[config.mk]
export PLATFORM = sky130hd
export DESIGN_NAME = alu_arbiter_flat
export DESIGN_NICKNAME = d
export VERILOG_FILES = /design/src/rtl/alu_arbiter_if.sv /design/src/rtl/alu_arbiter.sv /design/src/flat_wrapper.sv
export SDC_FILE = /design/constraint.sdc
export NUM_CORES = 1
export LEC_CHECK = 0
export CAP_MARGIN = 10
export CORE_MARGIN = 1.5
export CORE_UTILIZATION = 45
export DETAILED_ROUTE_END_ITERATION = 8
export GPL_ROUTABILITY_DRIVEN = 0
export PLACE_DENSITY = 0.71
export REMOVE_ABC_BUFFERS = 1
export SYNTH_ARGS = -nofsm -noshare
export SYNTH_HDL_FRONTEND = slang
export SYNTH_HIERARCHICAL = 1
export SYNTH_SLANG_ARGS = --single-unit
[constraint.sdc]
create_clock -name clk -period 4.4 [get_ports clk]
set_input_delay 0.66 -clock clk [delete_from_list [all_inputs] [get_ports clk]]
set_output_delay 0.66 -clock clk [all_outputs]
set_load 0.05 [all_outputs]
[src/rtl/alu_arbiter_if.sv]
// Two-requester ALU request/grant/result bundle shared by the arbiter and its clients.
// Requesters drive the master side; the arbiter sits on the slave side.
interface alu_arbiter_if;
   logic        req0;
   logic [31:0] a0;
   logic [31:0] b0;
   logic [2:0]  sel0;
   logic        req1;
   logic [31:0] a1;
   logic [31:0] b1;
   logic [2:0]  sel1;
   logic        gnt0;
   logic        gnt1;
   logic        done0;
   logic        done1;
   logic [31:0] res;
   logic        zf;
   logic        err;
   logic        busy;

   modport slave (
      input  req0, a0, b0, sel0, req1, a1, b1, sel1,
      output gnt0, gnt1, done0, done1, res, zf, err, busy
   );

   modport master (
      output req0, a0, b0, sel0, req1, a1, b1, sel1,
      input  gnt0, gnt1, done0, done1, res, zf, err, busy
   );
endinterface

[src/rtl/alu_arbiter.sv]
// Round-robin arbiter sharing one ALU between two requesters: gnt one cycle after the
// request is sampled, done one cycle later; requests wait (held high) while EXEC is busy.
module alu (
   input  logic [31:0] a,
   input  logic [31:0] b,
   input  logic [2:0]  sel,
   output logic [31:0] res,
   output logic        zf
);
   always_comb begin
      res = '0;
      case (sel)
         3'b000:  res = a + b;
         3'b001:  res = a - b;
         3'b010:  res = a | b;
         3'b011:  res = a & b;
         3'b100:  res = {31'b0, (a < b)};
         default: res = '0;
      endcase
   end

   assign zf = (res == '0);
endmodule

module alu_arbiter (
   input  logic          clk,
   input  logic          rst_n,
   alu_arbiter_if.slave  bus
);
   typedef enum logic {IDLE = 1'b0, EXEC = 1'b1} state_t;

   state_t      state, state_nxt;
   logic [31:0] op_a, op_a_nxt;
   logic [31:0] op_b, op_b_nxt;
   logic [2:0]  op_sel, op_sel_nxt;
   logic        owner, owner_nxt;
   logic        last_owner, last_owner_nxt;
   logic        gnt0_q, gnt0_nxt, gnt1_q, gnt1_nxt;
   logic        done0_q, done0_nxt, done1_q, done1_nxt;
   logic [31:0] res_q, res_nxt;
   logic        zf_q, zf_nxt, err_q, err_nxt;

   logic        win;
   logic        illegal;
   logic [2:0]  alu_sel;
   logic [31:0] alu_res;
   logic        alu_zf;

   // Both requesting: favour whoever did not win last; otherwise the lone requester.
   assign win     = (bus.req0 && bus.req1) ? ~last_owner : bus.req1;
   assign illegal = (op_sel > 3'd4);
   // Illegal codes never reach the ALU; it sees a harmless add instead.
   assign alu_sel = illegal ? 3'd0 : op_sel;

   alu u_alu (
      .a   (op_a),
      .b   (op_b),
      .sel (alu_sel),
      .res (alu_res),
      .zf  (alu_zf)
   );

   always_comb begin
      state_nxt      = state;
      op_a_nxt       = op_a;
      op_b_nxt       = op_b;
      op_sel_nxt     = op_sel;
      owner_nxt      = owner;
      last_owner_nxt = last_owner;
      gnt0_nxt       = 1'b0;
      gnt1_nxt       = 1'b0;
      done0_nxt      = 1'b0;
      done1_nxt      = 1'b0;
      res_nxt        = res_q;
      zf_nxt         = zf_q;
      err_nxt        = err_q;
      case (state)
         IDLE: begin
            if (bus.req0 || bus.req1) begin
               state_nxt      = EXEC;
               op_a_nxt       = win ? bus.a1 : bus.a0;
               op_b_nxt       = win ? bus.b1 : bus.b0;
               op_sel_nxt     = win ? bus.sel1 : bus.sel0;
               owner_nxt      = win;
               last_owner_nxt = win;
               gnt0_nxt       = ~win;
               gnt1_nxt       = win;
            end
         end
         EXEC: begin
            state_nxt = IDLE;
            done0_nxt = ~owner;
            done1_nxt = owner;
            if (illegal) begin
               res_nxt = '0;
               zf_nxt  = 1'b1;
               err_nxt = 1'b1;
            end else begin
               res_nxt = alu_res;
               zf_nxt  = alu_zf;
               err_nxt = 1'b0;
            end
         end
         default: state_nxt = IDLE;
      endcase
   end

   always_ff @(posedge clk or negedge rst_n) begin
      if (!rst_n) begin
         state      <= IDLE;
         op_a       <= '0;
         op_b       <= '0;
         op_sel     <= '0;
         owner      <= 1'b0;
         last_owner <= 1'b1;
         gnt0_q     <= 1'b0;
         gnt1_q     <= 1'b0;
         done0_q    <= 1'b0;
         done1_q    <= 1'b0;
         res_q      <= '0;
         zf_q       <= 1'b0;
         err_q      <= 1'b0;
      end else begin
         state      <= state_nxt;
         op_a       <= op_a_nxt;
         op_b       <= op_b_nxt;
         op_sel     <= op_sel_nxt;
         owner      <= owner_nxt;
         last_owner <= last_owner_nxt;
         gnt0_q     <= gnt0_nxt;
         gnt1_q     <= gnt1_nxt;
         done0_q    <= done0_nxt;
         done1_q    <= done1_nxt;
         res_q      <= res_nxt;
         zf_q       <= zf_nxt;
         err_q      <= err_nxt;
      end
   end

   assign bus.gnt0  = gnt0_q;
   assign bus.gnt1  = gnt1_q;
   assign bus.done0 = done0_q;
   assign bus.done1 = done1_q;
   assign bus.res   = res_q;
   assign bus.zf    = zf_q;
   assign bus.err   = err_q;
   assign bus.busy  = (state == EXEC);
endmodule

[src/flat_wrapper.sv]
// flat-port wrapper written by rule: the top's interface ports become plain ports
module alu_arbiter_flat 
  (clk, rst_n, bus_req0, bus_a0, bus_b0, bus_sel0, bus_req1, bus_a1, bus_b1, bus_sel1, bus_gnt0, bus_gnt1, bus_done0, bus_done1, bus_res, bus_zf, bus_err, bus_busy);
  alu_arbiter_if bus_i ();
  input  logic clk;
  input  logic rst_n;
  input wire logic [$bits(bus_i.req0)-1:0] bus_req0;
  input wire logic [$bits(bus_i.a0)-1:0] bus_a0;
  input wire logic [$bits(bus_i.b0)-1:0] bus_b0;
  input wire logic [$bits(bus_i.sel0)-1:0] bus_sel0;
  input wire logic [$bits(bus_i.req1)-1:0] bus_req1;
  input wire logic [$bits(bus_i.a1)-1:0] bus_a1;
  input wire logic [$bits(bus_i.b1)-1:0] bus_b1;
  input wire logic [$bits(bus_i.sel1)-1:0] bus_sel1;
  output wire logic [$bits(bus_i.gnt0)-1:0] bus_gnt0;
  output wire logic [$bits(bus_i.gnt1)-1:0] bus_gnt1;
  output wire logic [$bits(bus_i.done0)-1:0] bus_done0;
  output wire logic [$bits(bus_i.done1)-1:0] bus_done1;
  output wire logic [$bits(bus_i.res)-1:0] bus_res;
  output wire logic [$bits(bus_i.zf)-1:0] bus_zf;
  output wire logic [$bits(bus_i.err)-1:0] bus_err;
  output wire logic [$bits(bus_i.busy)-1:0] bus_busy;
  assign bus_i.req0 = bus_req0;
  assign bus_i.a0 = bus_a0;
  assign bus_i.b0 = bus_b0;
  assign bus_i.sel0 = bus_sel0;
  assign bus_i.req1 = bus_req1;
  assign bus_i.a1 = bus_a1;
  assign bus_i.b1 = bus_b1;
  assign bus_i.sel1 = bus_sel1;
  assign bus_gnt0 = bus_i.gnt0;
  assign bus_gnt1 = bus_i.gnt1;
  assign bus_done0 = bus_i.done0;
  assign bus_done1 = bus_i.done1;
  assign bus_res = bus_i.res;
  assign bus_zf = bus_i.zf;
  assign bus_err = bus_i.err;
  assign bus_busy = bus_i.busy;
  alu_arbiter u_core (.clk(clk), .rst_n(rst_n), .bus(bus_i));
endmodule
# ---- Word-level counts from Yosys, hierarchy flattened
# Index checks and enable logic that the tools add are counted.
dict set report op_classes {
  addsub 2
  order_cmp 2
  eq_ne 4
  mux 17
  bitwise_logic 6
  reduce_logical 5
}
# cell count
set op_table {}
lappend op_table {{one-hot mux 32 bit (5 select lines)} 1}
lappend op_table {{two-way mux 32 bit} 3}
lappend op_table {{adder 32 bit} 1}
lappend op_table {{AND 32 bit} 1}
lappend op_table {{zero test 32 bit} 1}
lappend op_table {{less-than comparator 32 bit} 1}
lappend op_table {{bitwise OR 32 bit} 1}
lappend op_table {{subtractor 32 bit} 1}
lappend op_table {{two-way mux 1 bit} 10}
lappend op_table {{== test 3 x 2 -> 1 bit, second input constant} 2}
lappend op_table {{two-way mux 3 bit} 2}
lappend op_table {{inverter 1 bit} 4}
lappend op_table {{== test 3 x 1 -> 1 bit, second input constant} 1}
lappend op_table {{== test 3 bit, second input constant} 1}
lappend op_table {{greater-than comparator 3 bit, second input constant} 1}
lappend op_table {{zero test 3 bit} 1}
lappend op_table {{one-hot mux 1 bit (2 select lines)} 1}
lappend op_table {{AND reduction 2 bit} 1}
lappend op_table {{logical AND 1 bit} 1}
lappend op_table {{logical OR 1 bit} 1}
dict set report totals {
  register_bits 108
  output_inout_bits 39
}

# ---- Logic depth before layout (Yosys ltp)
# Gate-level depths: netlist (run 1).
dict set report depth {
  ltp_word 6
  mapped_depth 17
  ltp_nobuf 16
}

# ---- By module
# Netlist (run 1), hierarchy kept.
# mod instances cells_each area_each_um2 seq_area_each_um2
set by_module_without_submodules {}
lappend by_module_without_submodules {alu 1 830 5405.2 0.0}
lappend by_module_without_submodules {alu_arbiter 1 352 4385.5 2703.8}

# ---- Worst setup path before layout (run 1)
# No wires, ideal clock.
dict set report synth_timing {
  path_type {register -> register}
  from {register u_core.op_b[0]}
  to {register u_core.zf_q, in the netlist u_core/bus.zf}
  setup_time_ns 0.078
  arrival_time_ns 3.500
  setup_slack_ns 0.823
  stages_incl_launch_ff 16
  path_buffers 0
  cell_sequence {dfrtp_1 ha_1 fa_1 a21o_1 a221oi_2 or4b_4 and4_4 o31ai_4 a21o_2 nand4_1 a31oi_1 or3_4 or4_1 nor4_2 inv_1 a21oi_1}
}
dict set report synth_between {
  elab_chain_len 4
}
# item line_no
set synth_rtl {}
lappend synth_rtl {{start: declaration} alu_arbiter.sv:34} ;# logic [31:0] op_b, op_b_nxt;
lappend synth_rtl {{start signal: assignment} alu_arbiter.sv:126} ;# op_b <= op_b_nxt;
lappend synth_rtl {{subtractor 32 bit / adder 32 bit (equally long branches)} {alu_arbiter.sv:14, alu_arbiter.sv:13}}
lappend synth_rtl {{one-hot mux 32 bit (5 select lines) (*)} alu_arbiter.sv:12} ;# case (sel)
lappend synth_rtl {{net u_core.alu_res[30]} alu_arbiter.sv:46} ;# logic [31:0] alu_res;
lappend synth_rtl {{zero test 32 bit (*)} alu_arbiter.sv:22} ;# assign zf = (res == '0);
lappend synth_rtl {{net u_core.alu_zf} alu_arbiter.sv:47} ;# logic alu_zf;
lappend synth_rtl {{two-way mux 1 bit (*)} alu_arbiter.sv:94} ;# if (illegal) begin
lappend synth_rtl {{end signal: assignment} alu_arbiter.sv:135} ;# zf_q <= zf_nxt;
lappend synth_rtl {{end: declaration} alu_arbiter.sv:41} ;# logic zf_q, zf_nxt, err_q, err_nxt;
# The timed path passes the listed nets; every way through them passes the cells marked *.
# A chain may end at the register's enable or synchronous reset.

# ---- Final worst setup path (run 1)
dict set report layout_timing {
  from {register u_core.op_a[16]}
  to {register u_core.zf_q, in the netlist u_core/bus.zf}
}
dict set report layout_between {
  elab_chain_len 4
}
# item line_no
set layout_rtl {}
lappend layout_rtl {{start: declaration} alu_arbiter.sv:33} ;# logic [31:0] op_a, op_a_nxt;
lappend layout_rtl {{start signal: assignment} alu_arbiter.sv:125} ;# op_a <= op_a_nxt;
lappend layout_rtl {{subtractor 32 bit / adder 32 bit (equally long branches)} {alu_arbiter.sv:14, alu_arbiter.sv:13}}
lappend layout_rtl {{one-hot mux 32 bit (5 select lines) (*)} alu_arbiter.sv:12}
lappend layout_rtl {{net u_core.alu_res[27]} alu_arbiter.sv:46}
lappend layout_rtl {{zero test 32 bit (*)} alu_arbiter.sv:22}
lappend layout_rtl {{net u_core.alu_zf} alu_arbiter.sv:47}
lappend layout_rtl {{two-way mux 1 bit (*)} alu_arbiter.sv:94}
# Marked as above.

==> run metrics, run 1 <==
WL/cell 19.1 µm; Die ar. 22700 µm²; logic gate share of total power 66.4%; Tot GR Track Use 27.2%; synth top area cells dfrtp_1 27%, ha_1 13%, a221o_1 5.8%; Placed Cells 1582; core area 21200 µm²; Synth area leader dfrtp_1; share of cells above drive strength 1 6.12%; Int Pwr 3.75 mW; Pwr Density 620 nW/µm²; Clk pwr share 13.2%; total power 7.53 mW; max-cap violation count 0; share of power burned in registers 20.4%; Post-Route WL 30500 µm; VDD IR max 343 µV; Post-Syn Instances 1182; DR vias/cell 6.18; Layout Nets 1559; Tcrit/Tclk final 96.1%; first drt pass iteration count 6; I/O pins 177; final setup fails 0; top cell type's share of synthesized area 27.3%; Die Wd 151 µm; P_leak 5.23 nW; post-DP HPWL 23100 µm; #FFs+latches synth 108; Worst Hold Class in2async; row cnt 53; synth warn 6; critical path endpoint category flip-flop; CP arrival 4.52 ns; outcome complete, no violations; P_sw 3.78 mW; non-filler cells, final 1598; total CTS buffers 9; Hold Vio Cnt, Final 0; Final Slew Violations 0; clk slew on worst S/H paths 0.08 ns; Die H 151 µm; ANT cells 0; via count 9871; top_reg_cell synth dfrtp_1; vias in the first global route 9262; CTS tree built; DR iter-0 viols 1045; dpl ws 0.262 ns; # H-tree levels 3; peak fanout along the critical path 14; cell area after synthesis 9790 µm²; ys async rst share 100%; Bufs on Longest Clock Path 2; Yosys cell types 87; final antenna-violating net count 0; data required time of the worst path 4.69 ns; number of synthesized flops with an enable pin 0; slew margin rel. 39.0%; Switching Share 50.2%; most frequent cells in the layout 175 x clkdlybuf4s50_1, 112 x a21oi_1, 107 x dfrtp_1; post-route setup slack 0.171 ns; starting density of the core 46.3%; antenna violations before repair 0; clk_lat worst skew 0.37 ns; crit path kind reg2reg; Tmin final 4.23 ns; Clock Sinks 108; slew of the pin with the lowest slew margin 0.907 ns; most common cell after layout, fill and taps aside clkdlybuf4s50_1; RSZ-0062 raised after global routing false; largest net degree at the start of global routing 53; register area share after synthesis 27.6%; Clock Skews 0.0110 ns; Synth Area per Inst 8.28 µm²; CP Launch Type flip-flop; first-pass GRT wire length 48800 µm; DRC viols 0; area growth from synthesis to layout 24.1%; total congestion overflow 0; fmax 236 MHz; port bufs 176; CTS Root Cell clkbuf_16
[cells by family after synthesis]
group | count (synthesis) | share of synthesized area (%)
compound gates | 422 | 31.2
simple gates | 351 | 18.1
buf+inv | 174 | 7.48
flops | 108 | 27.6
fa+ha+maj | 103 | 13.3
xor+xnor | 15 | 1.34
mux | 9 | 0.933
[cell usage after synthesis (4+ instances only)]
library cell,count
nor2_1,91
o31ai_1,11
nor3b_1,5
buf_1,6
nand4_1,12
xnor2_1,15
o311ai_0,4
o21ai_0,53
and2_0,11
a21oi_1,113
nor4_1,16
dfrtp_1,107
o21a_1,9
buf_2,18
o211ai_1,15
nand2b_1,6
a221o_1,57
mux2i_1,8
nand2_1,85
buf_4,7
a22o_1,34
a311oi_1,4
clkbuf_1,42
or3_1,6
a211oi_1,13
buf_6,4
a21o_1,12
ha_1,101
nand4b_1,4
a221oi_1,5
inv_1,95
o22ai_1,9
o21bai_1,12
o31a_1,10
nor3_1,15
a31oi_1,8
nand3_1,18
nor2b_1,12
and2_1,49
[routing by layer]
layer / up-vias / GRT usage, % / share of wire, %
met5: - / 0 / 0
met4: 0 / 9.41 / 3.1
met3: 98 / 4.12 / 8.3
met2: 536 / 43.8 / 45
met1: 4636 / 37.1 / 43
li1: 4601 / - / -
[final cells by class]
type	count	area [µm²]
clock inverter	6	119
sequential	108	2700
tap	275	344
clock buffer	10	239
fill	1921	9000
inverter	97	364
multi-input combinational	900	6420
timing repair buffer	202	1970
[flip-flops by register name (all words and copies together) (netlist names)]
name,count
u_core/owner,1
u_core/bus.res,32
u_core/bus.gnt0,1
u_core/bus.busy,1
u_core/op_b,32
u_core/bus.gnt1,1
u_core/bus.err,1
u_core/bus.done1,1
u_core/last_owner,1
u_core/bus.zf,1
u_core/op_sel,3
u_core/op_a,32
u_core/bus.done0,1
[path summary, 6_finish.rpt]
kind	start	to	slack [ns]	cells past startpoint
worst max-delay path	u_core/op_a[16]	u_core/bus.zf	0.17	14
worst min-delay path	rst_n	u_core/op_a[0]	0.11	1
worst max register to register	u_core/op_a[16]	u_core/bus.zf	0.17	14
worst min register to register	u_core/owner	u_core/bus.done0	0.44	1
max in group asynchronous	rst_n	u_core/bus.gnt1	3.38	2
min in group clk	u_core/owner	u_core/bus.done0	0.44	1
[critical path: stages, from the launching register on]
cell and delay [ns]:
dfrtp_1 0.40, inv_1 0.06, ha_1 0.57, inv_1 0.20
nor4_1 0.83, nand3_1 0.28, o21ba_2 0.35, o21bai_1 0.09
a21oi_1 0.20, nor4b_1 0.08, or3b_2 0.46, nand4b_1 0.22
nor4_2 0.23, inv_1 0.06, a21oi_1 0.12
[what timing repair did]
action | 4_1_cts | 5_1_grt
resized for setup | 0 | 4
setup buffers | 0 | 0
endpoints found under the setup margin | 0 | 1
hold buffers | 0 | 0
[through the flow]
| step | TNS (ns) | hold WS (ns) | area (µm²) | util [%] |
|---|---|---|---|---|
| 2_1_floorplan | -24.96 | 0.364 | 9420 | - |
| 3_3_place_gp | 0 | 0.419 | 11800 | 55.7 |
| 3_5_place_dp | 0 | 0.428 | 11800 | 55.7 |
| 4_1_cts | 0 | 0.109 | 12100 | 57.4 |
| 5_1_grt | 0 | 0.113 | 12200 | 57.5 |
| 6_report | 0 | 0.110 | 12200 | 57.5 |
[power groups by stage]
stage | registers [mW] | logic (mW) | clock network (mW)
after detailed placement | 1.56 | 4.83 | 0
after CTS | 1.54 | 4.87 | 1.02
after floorplan | 1.96 | 2.88 | 0
after global placement | 1.55 | 4.81 | 0
final | 1.54 | 5.00 | 0.995
after global routing | 1.58 | 5.35 | 1.06
(Power assumes the default switching activity.)
==> run 2: changes to the inputs <==
--- a/config.mk
+++ b/config.mk
@@ -6,11 +6,13 @@
 export NUM_CORES = 1
 export LEC_CHECK = 0
 export CAP_MARGIN = 10
+export CELL_PAD_IN_SITES_DETAIL_PLACEMENT = 0
+export CELL_PAD_IN_SITES_GLOBAL_PLACEMENT = 1
 export CORE_MARGIN = 1.5
-export CORE_UTILIZATION = 45
+export CORE_UTILIZATION = 40
 export DETAILED_ROUTE_END_ITERATION = 8
 export GPL_ROUTABILITY_DRIVEN = 0
-export PLACE_DENSITY = 0.71
+export PLACE_DENSITY = 0.83
 export REMOVE_ABC_BUFFERS = 1
 export SYNTH_ARGS = -nofsm -noshare
 export SYNTH_HDL_FRONTEND = slang
==> run 2 against run 1 <==
Design area grew 1.3%; sequential power is essentially flat; fmax grew 1.1%; highest routed layer unchanged.
==> run metrics, run 2 (same netlist as run 1, synthesis figures left out) <==
outcome complete, no violations; # H-tree levels 3; Final Slew Violations 0; P_leak 5.28 nW; share of cells above drive strength 1 7.49%; final instance area 12300 µm²; Layout Nets 1571; total congestion overflow 0; largest net degree at the start of global routing 53; Switching Share 51.6%; slew of the pin with the lowest slew margin 1.13 ns; most common cell after layout, fill and taps aside clkdlybuf4s50_1; reg2reg path depth 14; CP peak stage delay 0.56 ns; DRC viols 0; Tot GR Track Use 27.0%; crit path kind reg2reg; R2R Path Start u_core/op_a[11]; CTS Hold Bufs 0; dpl ws 0.115 ns; clk_lat worst skew 0.37 ns; Worst Hold Class in2async; starting density of the core 40.5%; Clk pwr share 11.8%; port bufs 176; DR vias/cell 6.01; total CTS buffers 9; Hold Vio Cnt, Final 0; Int Pwr 3.70 mW; Bufs on Longest Clock Path 2; CP Capture Point u_core/bus.zf; P_sw 3.95 mW; Pwr Density 621 nW/µm²; R2R setup slack 0.22 ns; ANT cells 0; via count 9965; row cnt 57; Tmin final 4.18 ns; crit-path leading delay family simple AND/OR/NAND/NOR gates; met3 GRT Util 5.08%; area growth from synthesis to layout 25.7%; Die ar. 25400 µm²; placed inst area 11900 µm²; crit-path cells inv_1, ha_1, nand2_1, nor3_2, or4b_4, and4_4, o31ai_4, a21o_2, a21oi_1, or3_4, or4_1, nor4_2, inv_1, a21oi_1; number of cells on the critical path 14; FILL cells 2322; total power 7.64 mW; reg2reg end u_core/bus.zf; CP arrival 4.48 ns; most frequent cells in the layout 175 x clkdlybuf4s50_1, 110 x a21oi_1, 107 x dfrtp_1; logic gate share of total power 68.0%; clk slew on worst S/H paths 0.09 ns; Tcrit/Tclk final 95.1%; Buf/Inv on CP 2; GRT met2 Usage 39.6%; Worst setup startpoint u_core/op_a[11]; CP Launch Type flip-flop; CTS Root Cell clkbuf_16; share of power burned in registers 20.2%; Placed Cells 1642; post-DP HPWL 25700 µm; core area 24200 µm²; CTS tree built; Clock Sinks 108; first drt pass iteration count 6; RSZ-0062 raised after global routing false; Post-Route WL 34400 µm; fmax 239 MHz; first-pass GRT wire length 54100 µm; WL/cell 20.8 µm; Final Core Density 50.9%; final antenna-violating net count 0; gr busiest metal met2; vias in the first global route 9538; Die Wd 159 µm; critical path endpoint category flip-flop; final setup fails 0; data required time of the worst path 4.69 ns; Die H 159 µm; non-filler cells, final 1659; Crit-path slowest cell ha_1; peak fanout along the critical path 12; slew margin rel. 24.1%; VDD IR max 279 µV; DR iter-0 viols 1231; M1 GR Usage 39.5%; post-route setup slack 0.216 ns; Clock Skews 0.0174 ns; antenna violations before repair 0; I/O pins 177; max-cap violation count 0
[run 2: cell types whose count changed in the layout (fill, tap and decap cells not counted), sizes merged]
cell,delta
inv,+1
buf,+12
clkbuf,-1
bufinv,-2
clkinv,+2
[run 2: metal layers]
layer  vias up  wire length [µm]
met5         -                 0
met4         0               884
met3        75              3230
met2       539             14700
met1      4731             15700
li1       4620                 -
[run 2: worst min path at each step]
stage | cells past startpoint | slack (ns) | startpoint | to
2_1_floorplan | 0 | 0.36 | rst_n | u_core/bus.busy
3_3_place_gp | 1 | 0.44 | u_core/owner | u_core/bus.done0
3_5_place_dp | 1 | 0.44 | u_core/owner | u_core/bus.done0
4_1_cts | 1 | 0.15 | rst_n | u_core/bus.res[27]
5_1_grt | 1 | 0.16 | rst_n | u_core/op_b[19]
6_report | 1 | 0.15 | rst_n | u_core/op_a[23]
[run 2: power groups by stage]
stage	logic, mW	registers [mW]	clock network (mW)
4_1_cts	5.00	1.55	0.922
6_report	5.20	1.54	0.900
5_1_grt	5.57	1.59	0.953
3_3_place_gp	4.97	1.56	0
2_1_floorplan	2.88	1.96	0
3_5_place_dp	4.97	1.56	0
[run 2: stage by stage]
stage | setup TNS (ns) | hold WS [ns]
2_1_floorplan | -24.96 | 0.364
3_3_place_gp | 0 | 0.435
3_5_place_dp | 0 | 0.445
4_1_cts | 0 | 0.145
5_1_grt | 0 | 0.162
6_report | 0 | 0.153
[run 2: cell type report]
| class | instances | area, µm² | area share, % |
|---|---|---|---|
| Sequential cell | 108 | 2700 | 22.0 |
| Inverter | 97 | 364 | 2.96 |
| Multi-Input combinational cell | 900 | 6470 | 52.6 |
| Timing Repair Buffer | 214 | 2040 | 16.6 |
| Clock buffer | 9 | 225 | 1.83 |
| Clock inverter | 7 | 96.3 | 0.783 |
| Tap cell | 324 | 405 | 3.29 |
[run 2: timing repair]
| action | in CTS | in global routing |
|---|---|---|
| buffers inserted | 0 | 1 |
| gates resized for setup | 0 | 16 |
| setup endpoints to repair | 0 | 1 |
==> run 3: changes to the inputs <==
--- a/config.mk
+++ b/config.mk
@@ -5,14 +5,14 @@
 export SDC_FILE = /design/constraint.sdc
 export NUM_CORES = 1
 export LEC_CHECK = 0
-export CAP_MARGIN = 10
+export CAP_MARGIN = 20
 export CELL_PAD_IN_SITES_DETAIL_PLACEMENT = 0
 export CELL_PAD_IN_SITES_GLOBAL_PLACEMENT = 1
-export CORE_MARGIN = 1.5
-export CORE_UTILIZATION = 40
+export CORE_UTILIZATION = 45
 export DETAILED_ROUTE_END_ITERATION = 8
+export DONT_BUFFER_PORTS = 1
 export GPL_ROUTABILITY_DRIVEN = 0
-export PLACE_DENSITY = 0.83
+export PLACE_DENSITY = 0.77
 export REMOVE_ABC_BUFFERS = 1
 export SYNTH_ARGS = -nofsm -noshare
 export SYNTH_HDL_FRONTEND = slang
==> run 3 against run 2 <==
Register-to-register slack improved by 0.06 ns; non-clock buffer count fell by 165; clock skew fell by 0.0057 ns; flip-flop and latch count unchanged; critical path type unchanged; first-iteration DRC count is 19% lower; setup slack improved by 0.056 ns; die area down 12%; final cell count shrank 13%; total power fell by 5.7%; wire length fell by 5.7%; utilization fell by 1.1 points.
==> run metrics, run 3 (same netlist as run 1, synthesis figures left out) <==
outcome complete, no violations; Final Slew Violations 0; Die ar. 22400 µm²; M1 GR Usage 41.4%; met3 GRT Util 5.67%; first-pass GRT wire length 50400 µm; DRC viols 0; crit-path cells inv_1, ha_1, nor4_1, o211ai_1, a2111oi_2, buf_4, o21ai_0, buf_4, o21ai_0, a211oi_1, buf_4, xnor2_1, o21ai_0, or2_2, nor4_2, inv_1, a21oi_1; CTS tree built; final antenna-violating net count 0; total congestion overflow 0; Pwr Density 684 nW/µm²; Buf/Inv on CP 5; ANT cells 0; I/O pins 177; vias in the first global route 8979; P_leak 4.64 nW; # H-tree levels 3; critical path endpoint category flip-flop; FILL cells 2042; reg2reg end u_core/bus.zf; Reg area 2700 µm²; largest net degree at the start of global routing 108; Layout Nets 1406; port bufs 0; Tcrit/Tclk final 93.8%; post-DP HPWL 24600 µm; total CTS buffers 9; clk slew on worst S/H paths 0.08 ns; Worst Hold Class in2async; CP Launch Type flip-flop; RSZ-0062 raised after global routing false; final instance area 10500 µm²; WL/cell 22.5 µm; reg2reg path depth 17; Setup Total Neg Slack 0 ns; Hold Vio Cnt, Final 0; R2R setup slack 0.27 ns; clk_lat worst skew 0.37 ns; VDD IR max 276 µV; number of cells on the critical path 17; most common cell after layout, fill and taps aside a21oi_1; max-cap violation count 0; data required time of the worst path 4.69 ns; fmax 242 MHz; peak fanout along the critical path 10; Post-Route WL 32500 µm; slew margin rel. 28.7%; via count 9297; placed inst area 10200 µm²; Bufs on Longest Clock Path 2; DR vias/cell 6.43; antenna violations before repair 0; most frequent cells in the layout 111 x a21oi_1, 107 x dfrtp_1, 99 x ha_1; final setup fails 0; CP peak stage delay 0.48 ns; Multi-input gate area 6440 µm²; gr busiest metal met2; crit path kind reg2reg; Clock Sinks 108; core area 21200 µm²; Die H 150 µm; starting density of the core 46.3%; CTS Root Cell clkbuf_16; DR iter-0 viols 996; CP arrival 4.42 ns; share of cells above drive strength 1 9.15%; crit-path leading delay family compound AO/OA/AOI/OAI gates; Crit-path slowest cell nor4_1; GRT met2 Usage 44.3%; row cnt 53; Tmin final 4.13 ns; Tot GR Track Use 29.4%; R2R Path Start u_core/op_a[4]; Die Wd 150 µm; slew of the pin with the lowest slew margin 1.07 ns; first drt pass iteration count 6; area growth from synthesis to layout 7.63%; Clock Skews 0.0117 ns
run 3: worst max-delay path by stage:
stage          slack [ns]              from            end
2_1_floorplan       -2.12  u_core/op_sel[2]  u_core/bus.zf
3_3_place_gp         0.21    u_core/op_a[4]  u_core/bus.zf
3_5_place_dp         0.23    u_core/op_a[4]  u_core/bus.zf
4_1_cts              0.20    u_core/op_a[5]  u_core/bus.zf
5_1_grt             0.004   u_core/op_a[10]  u_core/bus.zf
6_report             0.27    u_core/op_a[4]  u_core/bus.zf
run 3: cell type report:
cell class / count / share of cell area, %
clock buffer: 9 / 2.14
clock inverter: 7 / 0.641
inverter: 97 / 3.46
multi-input combinational: 900 / 61.2
sequential: 108 / 25.7
tap: 275 / 3.27
timing repair buffer: 49 / 3.68
run 3: repair_timing:
action                                  4_1_cts  5_1_grt
gates resized for setup                       0       11
endpoints found under the setup margin        0        1
buffers inserted                              0        0
hold endpoints to repair                    107        0
hold buffers                                  1        0
run 3: worst reg2reg max path: stages, from the launching register on:
cell and delay, ns:
dfrtp_1 0.41, inv_1 0.06, ha_1 0.43, nor4_1 0.48, o211ai_1 0.19, a2111oi_2 0.47, buf_4 0.18, o21ai_0 0.08
buf_4 0.17, o21ai_0 0.33, a211oi_1 0.13, buf_4 0.17, xnor2_1 0.12, o21ai_0 0.10, or2_2 0.31, nor4_2 0.24
inv_1 0.06, a21oi_1 0.11
run 3: layer usage:
| metal | vias up | share of wire (%) |
|---|---|---|
| met5 | - | 0 |
| met3 | 64 | 9.1 |
| met4 | 0 | 2.8 |
| met2 | 513 | 43 |
| li1 | 4294 | - |
| met1 | 4426 | 45 |
run 3: per-stage QoR:
stage | total power [mW] | util [%] | hold slack, ns | instances | setup slack [ns]
2_1_floorplan | 4.85 | - | 0.364 | 1105 | -2.12
3_3_place_gp | 6.18 | 48.1 | 0.368 | 1428 | 0.214
3_5_place_dp | 6.19 | 48.1 | 0.366 | 1428 | 0.233
4_1_cts | 7.07 | 49.6 | 0.112 | 1445 | 0.199
5_1_grt | 7.66 | 49.8 | 0.105 | 1445 | 0.00353
6_report | 7.20 | 49.8 | 0.121 | 1445 | 0.272
run 3: power by group:
part	total (mW)	switching (mW)	internal, mW
clock network	0.833	0.433	0.400
logic	4.33	2.67	1.66
registers	2.04	0.767	1.27
total	7.20	3.87	3.34
